File: src/rtl/dht11_pkg.sv
// Shared types and constants for the DHT11 read scheduler and its BCD converter.
package dht11_pkg;

    typedef enum logic [2:0] {
        ST_IDLE,
        ST_START,
        ST_WAIT_DONE,
        ST_WAIT_PERIOD,
        ST_CONVERT
    } state_e;

    localparam int unsigned CLK_HZ_DEFAULT = 100_000_000;
    localparam int unsigned MS_TICKS       = CLK_HZ_DEFAULT / 1000;
    localparam int unsigned BCD_ITER       = 8;

    // Integral byte position inside the controller's {integral, decimal} words.
    localparam int unsigned INT_BYTE_MSB = 15;
    localparam int unsigned INT_BYTE_LSB = 8;

    function automatic int unsigned ms_ticks(input int unsigned clk_hz);
        return (clk_hz >= 1000) ? clk_hz / 1000 : 1;
    endfunction

endpackage

File: src/rtl/dht11_sampler_bin2bcd.sv
// bin2bcd_seq: 8-bit sequential double-dabble, one shift/add-3 step per cycle,
// registered 12-bit result and a one-cycle done pulse.
module bin2bcd_seq
    import dht11_pkg::*;
(
    input  logic        clk,
    input  logic        rst,
    input  logic        start_i,
    input  logic [7:0]  bin_i,
    output logic        done_o,
    output logic [11:0] bcd_o
);

    localparam int unsigned IW = $clog2(BCD_ITER);

    logic [19:0]   shift_q, shift_d, adj;
    logic [IW-1:0] iter_q, iter_d;
    logic          active_q, active_d;
    logic          done_q, done_d;
    logic [11:0]   bcd_q, bcd_d;

    always_comb begin
        adj = shift_q;
        for (int i = 0; i < 3; i++) begin
            if (shift_q[8+4*i +: 4] >= 4'd5) begin
                adj[8+4*i +: 4] = shift_q[8+4*i +: 4] + 4'd3;
            end
        end
    end

    always_comb begin
        // NOTE: every signal gets a default before any branch, so no path can infer a latch.
        shift_d  = shift_q;
        iter_d   = iter_q;
        active_d = active_q;
        done_d   = 1'b0;
        bcd_d    = bcd_q;
        if (active_q) begin
            shift_d = {adj[18:0], 1'b0};
            iter_d  = iter_q + 1'b1;
            if (iter_q == IW'(BCD_ITER - 1)) begin
                active_d = 1'b0;
                done_d   = 1'b1;
                bcd_d    = adj[18:7];
            end
        end else if (start_i) begin
            shift_d  = {12'd0, bin_i};
            iter_d   = '0;
            active_d = 1'b1;
        end
    end

    always_ff @(posedge clk) begin
        // NOTE: state registers use non-blocking assignments so all updates land together on the edge.
        if (rst) begin
            shift_q  <= '0;
            iter_q   <= '0;
            active_q <= 1'b0;
            done_q   <= 1'b0;
            bcd_q    <= '0;
        end else begin
            shift_q  <= shift_d;
            iter_q   <= iter_d;
            active_q <= active_d;
            done_q   <= done_d;
            bcd_q    <= bcd_d;
        end
    end

    assign done_o = done_q;
    assign bcd_o  = bcd_q;

endmodule

File: src/rtl/dht11_sampler.sv
// Periodic DHT11 read scheduler: triggers the controller, captures valid results and
// converts the selected integral byte to BCD. Define DHT11_ERRCNT_EN to add err_cnt.
module dht11_sampler
    import dht11_pkg::*;
#(
    parameter int unsigned CLK_HZ     = 100_000_000,
    parameter int unsigned PERIOD_MS  = 2000,
    parameter int unsigned TIMEOUT_MS = 50
) (
    input  logic        clk,
    input  logic        rst,
    input  logic        enable,
    input  logic        sel_temp,
    input  logic        dht11_done,
    input  logic        dht11_valid,
    input  logic [15:0] humidity,
    input  logic [15:0] temperature,
    output logic        dht11_start,
    output logic [7:0]  hum_int,
    output logic [7:0]  temp_int,
    output logic [11:0] bcd,
    output logic        bcd_valid,
    output logic        data_fresh,
    output logic        busy
`ifdef DHT11_ERRCNT_EN
    ,
    output logic [7:0]  err_cnt
`endif
);

    localparam int unsigned TICKS   = ms_ticks(CLK_HZ);
    localparam int unsigned PRESC_W = (TICKS > 1) ? $clog2(TICKS) : 1;
    localparam int unsigned MS_MAX  = (PERIOD_MS > TIMEOUT_MS) ? PERIOD_MS : TIMEOUT_MS;
    localparam int unsigned MS_W    = $clog2(MS_MAX + 1);

    state_e             state_q, state_d;
    state_e             ret_q, ret_d;
    logic [PRESC_W-1:0] presc_q, presc_d;
    logic [MS_W-1:0]    ms_q, ms_d;
    logic [MS_W:0]      ms_sum;
    logic [7:0]         hum_q, hum_d, temp_q, temp_d;
    logic               fresh_q, fresh_d;
    logic               pending_q, pending_d;
    logic               sel_prev_q;
    logic               conv_start_q, conv_start_d;
    logic               tick, counting, period_done, timeout, toggle, fail;
    logic [7:0]         conv_bin;

    assign tick        = (presc_q == PRESC_W'(TICKS - 1));
    assign ms_sum      = {1'b0, ms_q} + {{MS_W{1'b0}}, tick};
    assign period_done = (ms_sum >= (MS_W+1)'(PERIOD_MS));
    assign timeout     = (ms_sum >= (MS_W+1)'(TIMEOUT_MS));
    assign toggle      = sel_temp ^ sel_prev_q;
    // Timing runs from START onward; a display-only conversion out of IDLE leaves it at zero.
    assign counting    = (state_q != ST_IDLE) && !(state_q == ST_CONVERT && ret_q == ST_IDLE);

    always_comb begin
        state_d      = state_q;
        ret_d        = ret_q;
        hum_d        = hum_q;
        temp_d       = temp_q;
        fresh_d      = fresh_q;
        conv_start_d = 1'b0;
        fail         = 1'b0;
        presc_d      = presc_q;
        ms_d         = ms_q;

        if (counting) begin
            presc_d = tick ? '0 : presc_q + 1'b1;
            if (tick && ms_q != MS_W'(MS_MAX)) ms_d = ms_q + 1'b1;
        end

        unique case (state_q)
            ST_IDLE: begin
                presc_d = '0;
                ms_d    = '0;
                if (pending_q) begin
                    state_d      = ST_CONVERT;
                    ret_d        = ST_IDLE;
                    conv_start_d = 1'b1;
                end else if (enable) begin
                    state_d = ST_START;
                end
            end
            ST_START: state_d = ST_WAIT_DONE;
            ST_WAIT_DONE: begin
                if (dht11_done && dht11_valid) begin
                    hum_d        = humidity[INT_BYTE_MSB:INT_BYTE_LSB];
                    temp_d       = temperature[INT_BYTE_MSB:INT_BYTE_LSB];
                    fresh_d      = 1'b1;
                    state_d      = ST_CONVERT;
                    ret_d        = ST_WAIT_PERIOD;
                    conv_start_d = 1'b1;
                end else if (dht11_done || timeout) begin
                    fail    = 1'b1;
                    state_d = ST_WAIT_PERIOD;
                end
            end
            ST_WAIT_PERIOD: begin
                if (!enable) begin
                    state_d = ST_IDLE;
                end else if (pending_q) begin
                    state_d      = ST_CONVERT;
                    ret_d        = ST_WAIT_PERIOD;
                    conv_start_d = 1'b1;
                end else if (period_done) begin
                    state_d = ST_START;
                end
            end
            ST_CONVERT: begin
                if (bcd_valid) begin
                    if (pending_q)    conv_start_d = 1'b1;
                    else if (!enable) state_d      = ST_IDLE;
                    else              state_d      = ret_q;
                end
            end
            default: state_d = ST_IDLE;
        endcase

        if (fail) fresh_d = 1'b0;
        if (state_d == ST_START) begin
            presc_d = '0;
            ms_d    = '0;
        end
    end

    // A toggle seen in the cycle a conversion loads is already covered by that conversion.
    assign pending_d = !conv_start_q && (pending_q || toggle);

    always_ff @(posedge clk) begin
        if (rst) begin
            state_q      <= ST_IDLE;
            ret_q        <= ST_IDLE;
            presc_q      <= '0;
            ms_q         <= '0;
            hum_q        <= '0;
            temp_q       <= '0;
            fresh_q      <= 1'b0;
            pending_q    <= 1'b0;
            sel_prev_q   <= sel_temp;
            conv_start_q <= 1'b0;
        end else begin
            state_q      <= state_d;
            ret_q        <= ret_d;
            presc_q      <= presc_d;
            ms_q         <= ms_d;
            hum_q        <= hum_d;
            temp_q       <= temp_d;
            fresh_q      <= fresh_d;
            pending_q    <= pending_d;
            sel_prev_q   <= sel_temp;
            conv_start_q <= conv_start_d;
        end
    end

`ifdef DHT11_ERRCNT_EN
    logic [7:0] err_q;

    always_ff @(posedge clk) begin
        if (rst)                        err_q <= '0;
        else if (fail && err_q != 8'hFF) err_q <= err_q + 1'b1;
    end

    assign err_cnt = err_q;
`endif

    assign conv_bin = sel_temp ? temp_q : hum_q;

    bin2bcd_seq u_bin2bcd (
        .clk     (clk),
        .rst     (rst),
        .start_i (conv_start_q),
        .bin_i   (conv_bin),
        .done_o  (bcd_valid),
        .bcd_o   (bcd)
    );

    assign dht11_start = (state_q == ST_START);
    assign busy        = (state_q == ST_START) || (state_q == ST_WAIT_DONE);
    assign hum_int     = hum_q;
    assign temp_int    = temp_q;
    assign data_fresh  = fresh_q;

endmodule
File: config.mk
export PLATFORM = sky130hd
export DESIGN_NAME = dht11_sampler
export DESIGN_NICKNAME = d
export VERILOG_FILES = /design/src/rtl/dht11_pkg.sv /design/src/rtl/dht11_sampler_bin2bcd.sv /design/src/rtl/dht11_sampler.sv
export SDC_FILE = /design/constraint.sdc
export NUM_CORES = 1
export LEC_CHECK = 0
export CAP_MARGIN = 20
export CORE_UTILIZATION = 40
export DETAILED_ROUTE_END_ITERATION = 10
export SYNTH_ARGS = -nofsm -noshare
export SYNTH_HDL_FRONTEND = slang
export SYNTH_SLANG_ARGS = --single-unit
export TNS_END_PERCENT = 100
File: constraint.sdc
create_clock -name clk -period 8.4 [get_ports clk]
set_input_delay 1.68 -clock clk [delete_from_list [all_inputs] [get_ports clk]]
set_output_delay 1.68 -clock clk [all_outputs]
set_load 0.05 [all_outputs]
==> impl_metrics.env <==
export IMPL_outcome="complete, no violations"
export IMPL_period_share_pct=44.9
export IMPL_routabilityCongestion=0.809
export IMPL_cpMaxStageDelayCell="clkdlybuf4s50_1"
export IMPL_start_kind="flip-flop"
export IMPL_yosysUniqueCellTypes=70
export IMPL_hp_class="flip-flop to flip-flop"
export IMPL_yosys_most_used_dff="dfxtp_1"
export IMPL_finalSetupViolations=0
export IMPL_drt_iter0_markers=119
export IMPL_rows=38
export IMPL_grt_pass1_vias=3512
export IMPL_hold_depth=2
export IMPL_crit_start="state_q[0]"
export IMPL_cp_num_buf_inv=1
export IMPL_reg2reg_depth=10
export IMPL_synth_area_um2=4550
export IMPL_clkTransAtPathRegs_ps=60
export IMPL_fin_hold_ws_ps=457
export IMPL_placedCellCount=692
export IMPL_cp_cell_sequence="xor2_1 > nor2b_1 > clkdlybuf4s50_1"
export IMPL_ant_nets=0
export IMPL_maxClockFrequency_mhz=265
export IMPL_synth_cells=529
export IMPL_cts_setup_buffers=0
export IMPL_ys_ff_latch=89
export IMPL_crit_arrival_ps=2100
export IMPL_worstHoldStart="u_bin2bcd.bcd_o[7]"
export IMPL_power_per_cell_area_nw_per_um2=170
export IMPL_globalRoute_totalOverflow=0
export IMPL_hold_viol=0
export IMPL_grt_pass1_wl_mm=16.5
export IMPL_cts_sink_count=89
export IMPL_ir_drop_mv=0.0927
export IMPL_vias_per_cell=5.27
export IMPL_die_height_um=109
export IMPL_maxSlewHeadroom_pct=31.9
export IMPL_synth_nets=580
export IMPL_cts_root_buf="clkbuf_16"
export IMPL_endpoint_kind="output port"
export IMPL_worstPathMaxFanout=9
export IMPL_place_hpwl_mm=6.52
export IMPL_htreeDepth=3
export IMPL_final_cells=708
export IMPL_cpPeakStageDelay_ps=820
export IMPL_clk_latency_ps=340
export IMPL_port_buffers=53
export IMPL_antenna_found_initial=0
export IMPL_dieArea_um2=11800
export IMPL_hold_buffers=0
export IMPL_syn_to_final_growth_pct=17.3
export IMPL_vias=3733
export IMPL_coreArea_um2=11000
export IMPL_grt_max_degree=47
export IMPL_tritoncts_num_buffers=9
export IMPL_start_util_pct=41.4
export IMPL_cp_top_family="buffers and inverters"
export IMPL_finalClockSkew_ps=3.52
export IMPL_cp_num_cells=3
export IMPL_cap_viol_max_count=0
export IMPL_synth_avg_cell_area_um2=8.60
export IMPL_yosysWarnings=0
export IMPL_r2r_start="presc_q[0]"
export IMPL_ctsResizeCount=0
export IMPL_crit_type="flip-flop to output port"
export IMPL_nNetsFinal=614
export IMPL_required_ps=6720
export IMPL_num_antenna_cells=0
export IMPL_ys_seq_area_share_pct=39.1
export IMPL_first_pass_iters=4
export IMPL_drive_above_1_share_pct=7.22
export IMPL_io_pins=70
export IMPL_clock_path_buffers=2
export IMPL_drv_slew=0
export IMPL_synth_async_reset_ratio_pct=0
export IMPL_final_cell_mix="dfxtp_1 (89), nor2_1 (58), nand2_1 (57)"
export IMPL_setup_tns_ps=0
export IMPL_wirelength_mm=9.60
export IMPL_wl_per_cell_um=13.6
export IMPL_rsz0062_at_grt="false"
export IMPL_tightest_slew_ps=1020
export IMPL_leakage_nw=1.78
export IMPL_die_w_um=109
export IMPL_drc=0
export IMPL_grt_use_total_pct=17.6
export IMPL_tritoncts="done"
export IMPL_synth_enable_flop_cells=0
export IMPL_layout_commonest_cell="dfxtp_1"
export IMPL_min_period_ps=3780
## state kept, by name (all words and copies together) (netlist names), 3 cells and up
name	count
u_bin2bcd.shift_q	20
u_bin2bcd.bcd_o	12
u_bin2bcd.iter_q	3
hum_int	8
ms_q	11
state_q	3
temp_int	8
presc_q	17
## metal layers
metal,track usage (%),wire (um),vias to the layer above
li1,-,-,1951
met1,24.7,5040,1698
met2,25.9,4040,70
met3,4.06,387,14
met4,6.85,133,0
met5,0,0,-
## synthesized netlist by cell type (all sizes together) (2+ instances only)
| cell type | instances | area, um2 |
|---|---|---|
| a211oi | 8 | 60.1 |
| a21boi | 2 | 15.0 |
| a21oi | 53 | 265 |
| a221oi | 2 | 23.8 |
| a22o | 8 | 70.1 |
| a22oi | 2 | 15.0 |
| a311oi | 3 | 26.3 |
| a31oi | 5 | 31.3 |
| and3 | 6 | 43.8 |
| and4b | 4 | 41.3 |
| and4bb | 2 | 25.0 |
| buf | 18 | 150 |
| clkbuf | 16 | 90.1 |
| dfxtp | 89 | 1780 |
| ha | 13 | 163 |
| inv | 13 | 48.8 |
| mux2i | 13 | 130 |
| nand2 | 58 | 220 |
| nand2b | 5 | 31.3 |
| nand3 | 15 | 87.6 |
| nand3b | 2 | 15.0 |
| nand4 | 9 | 56.3 |
| nor2 | 63 | 249 |
| nor2b | 3 | 18.8 |
| nor3 | 23 | 120 |
| nor3b | 14 | 105 |
| nor4 | 5 | 31.3 |
| nor4b | 2 | 23.8 |
| o211ai | 3 | 36.3 |
| o21ai | 14 | 70.1 |
| o221ai | 2 | 23.8 |
| o31ai | 2 | 15.0 |
| or3 | 2 | 12.5 |
| or4 | 3 | 26.3 |
| xnor2 | 17 | 149 |
| xor2 | 12 | 105 |
## worst paths after layout
path,to,slack [ps]
min,u_bin2bcd.bcd_o[7],460
max reg2reg,presc_q[7],5100
min reg2reg,u_bin2bcd.bcd_o[7],460
max,busy,4620
## worst register-to-register path: cells and delay by family (launching register included)
family | cells | cell delay (ps)
AO/OA/AOI/OAI | 4 | 1140
adder cells (fa/ha/maj) | 3 | 910
flip-flops | 1 | 410
AND/OR/NAND/NOR | 3 | 690
## power by group
group	leakage (nW)	internal (mW)	switching [mW]	total, mW
clock network	0.139	0.218	0.170	0.388
logic	0.920	0.0306	0.0453	0.0759
registers	0.719	0.430	0.0123	0.443
## cell type report
cell class / instances / area, um2
clock buffer: 11 / 253
clock inverter: 5 / 37.5
fill: 1047 / 5650
inverter: 14 / 52.6
multi-input combinational: 392 / 2480
sequential: 89 / 1780
tap: 140 / 175
timing repair buffer: 57 / 561
## per-stage QoR
step | cell area [um2] | utilization, % | total power, mW | setup slack, ps
finish | 5340 | 48.6 | 0.906 | 4620
global route | 5340 | 48.6 | 0.946 | 4550
CTS | 5340 | 48.6 | 0.914 | 4630
detailed placement | 5050 | 46.0 | 0.528 | 4620
global placement | 5050 | 46.0 | 0.527 | 4610
floorplan | 4550 | - | 0.507 | 5060
## kinds of logic (layout without fill, tap and decap cells)
family                     Yosys count  after routing  synth area share, %
AOI/OAI and AO/OA                  114            114                 16.5
xor gates and xnor gates            29             29                 5.58
adders and majority gates           13             13                 3.57
buffers and inverters               48             87                 6.43
DFF                                 89             89                 39.1
muxes                               13             13                 2.86
and+or+nand+nor                    223            223                 25.9
No activity file was read; power rests on OpenSTA's default activity.
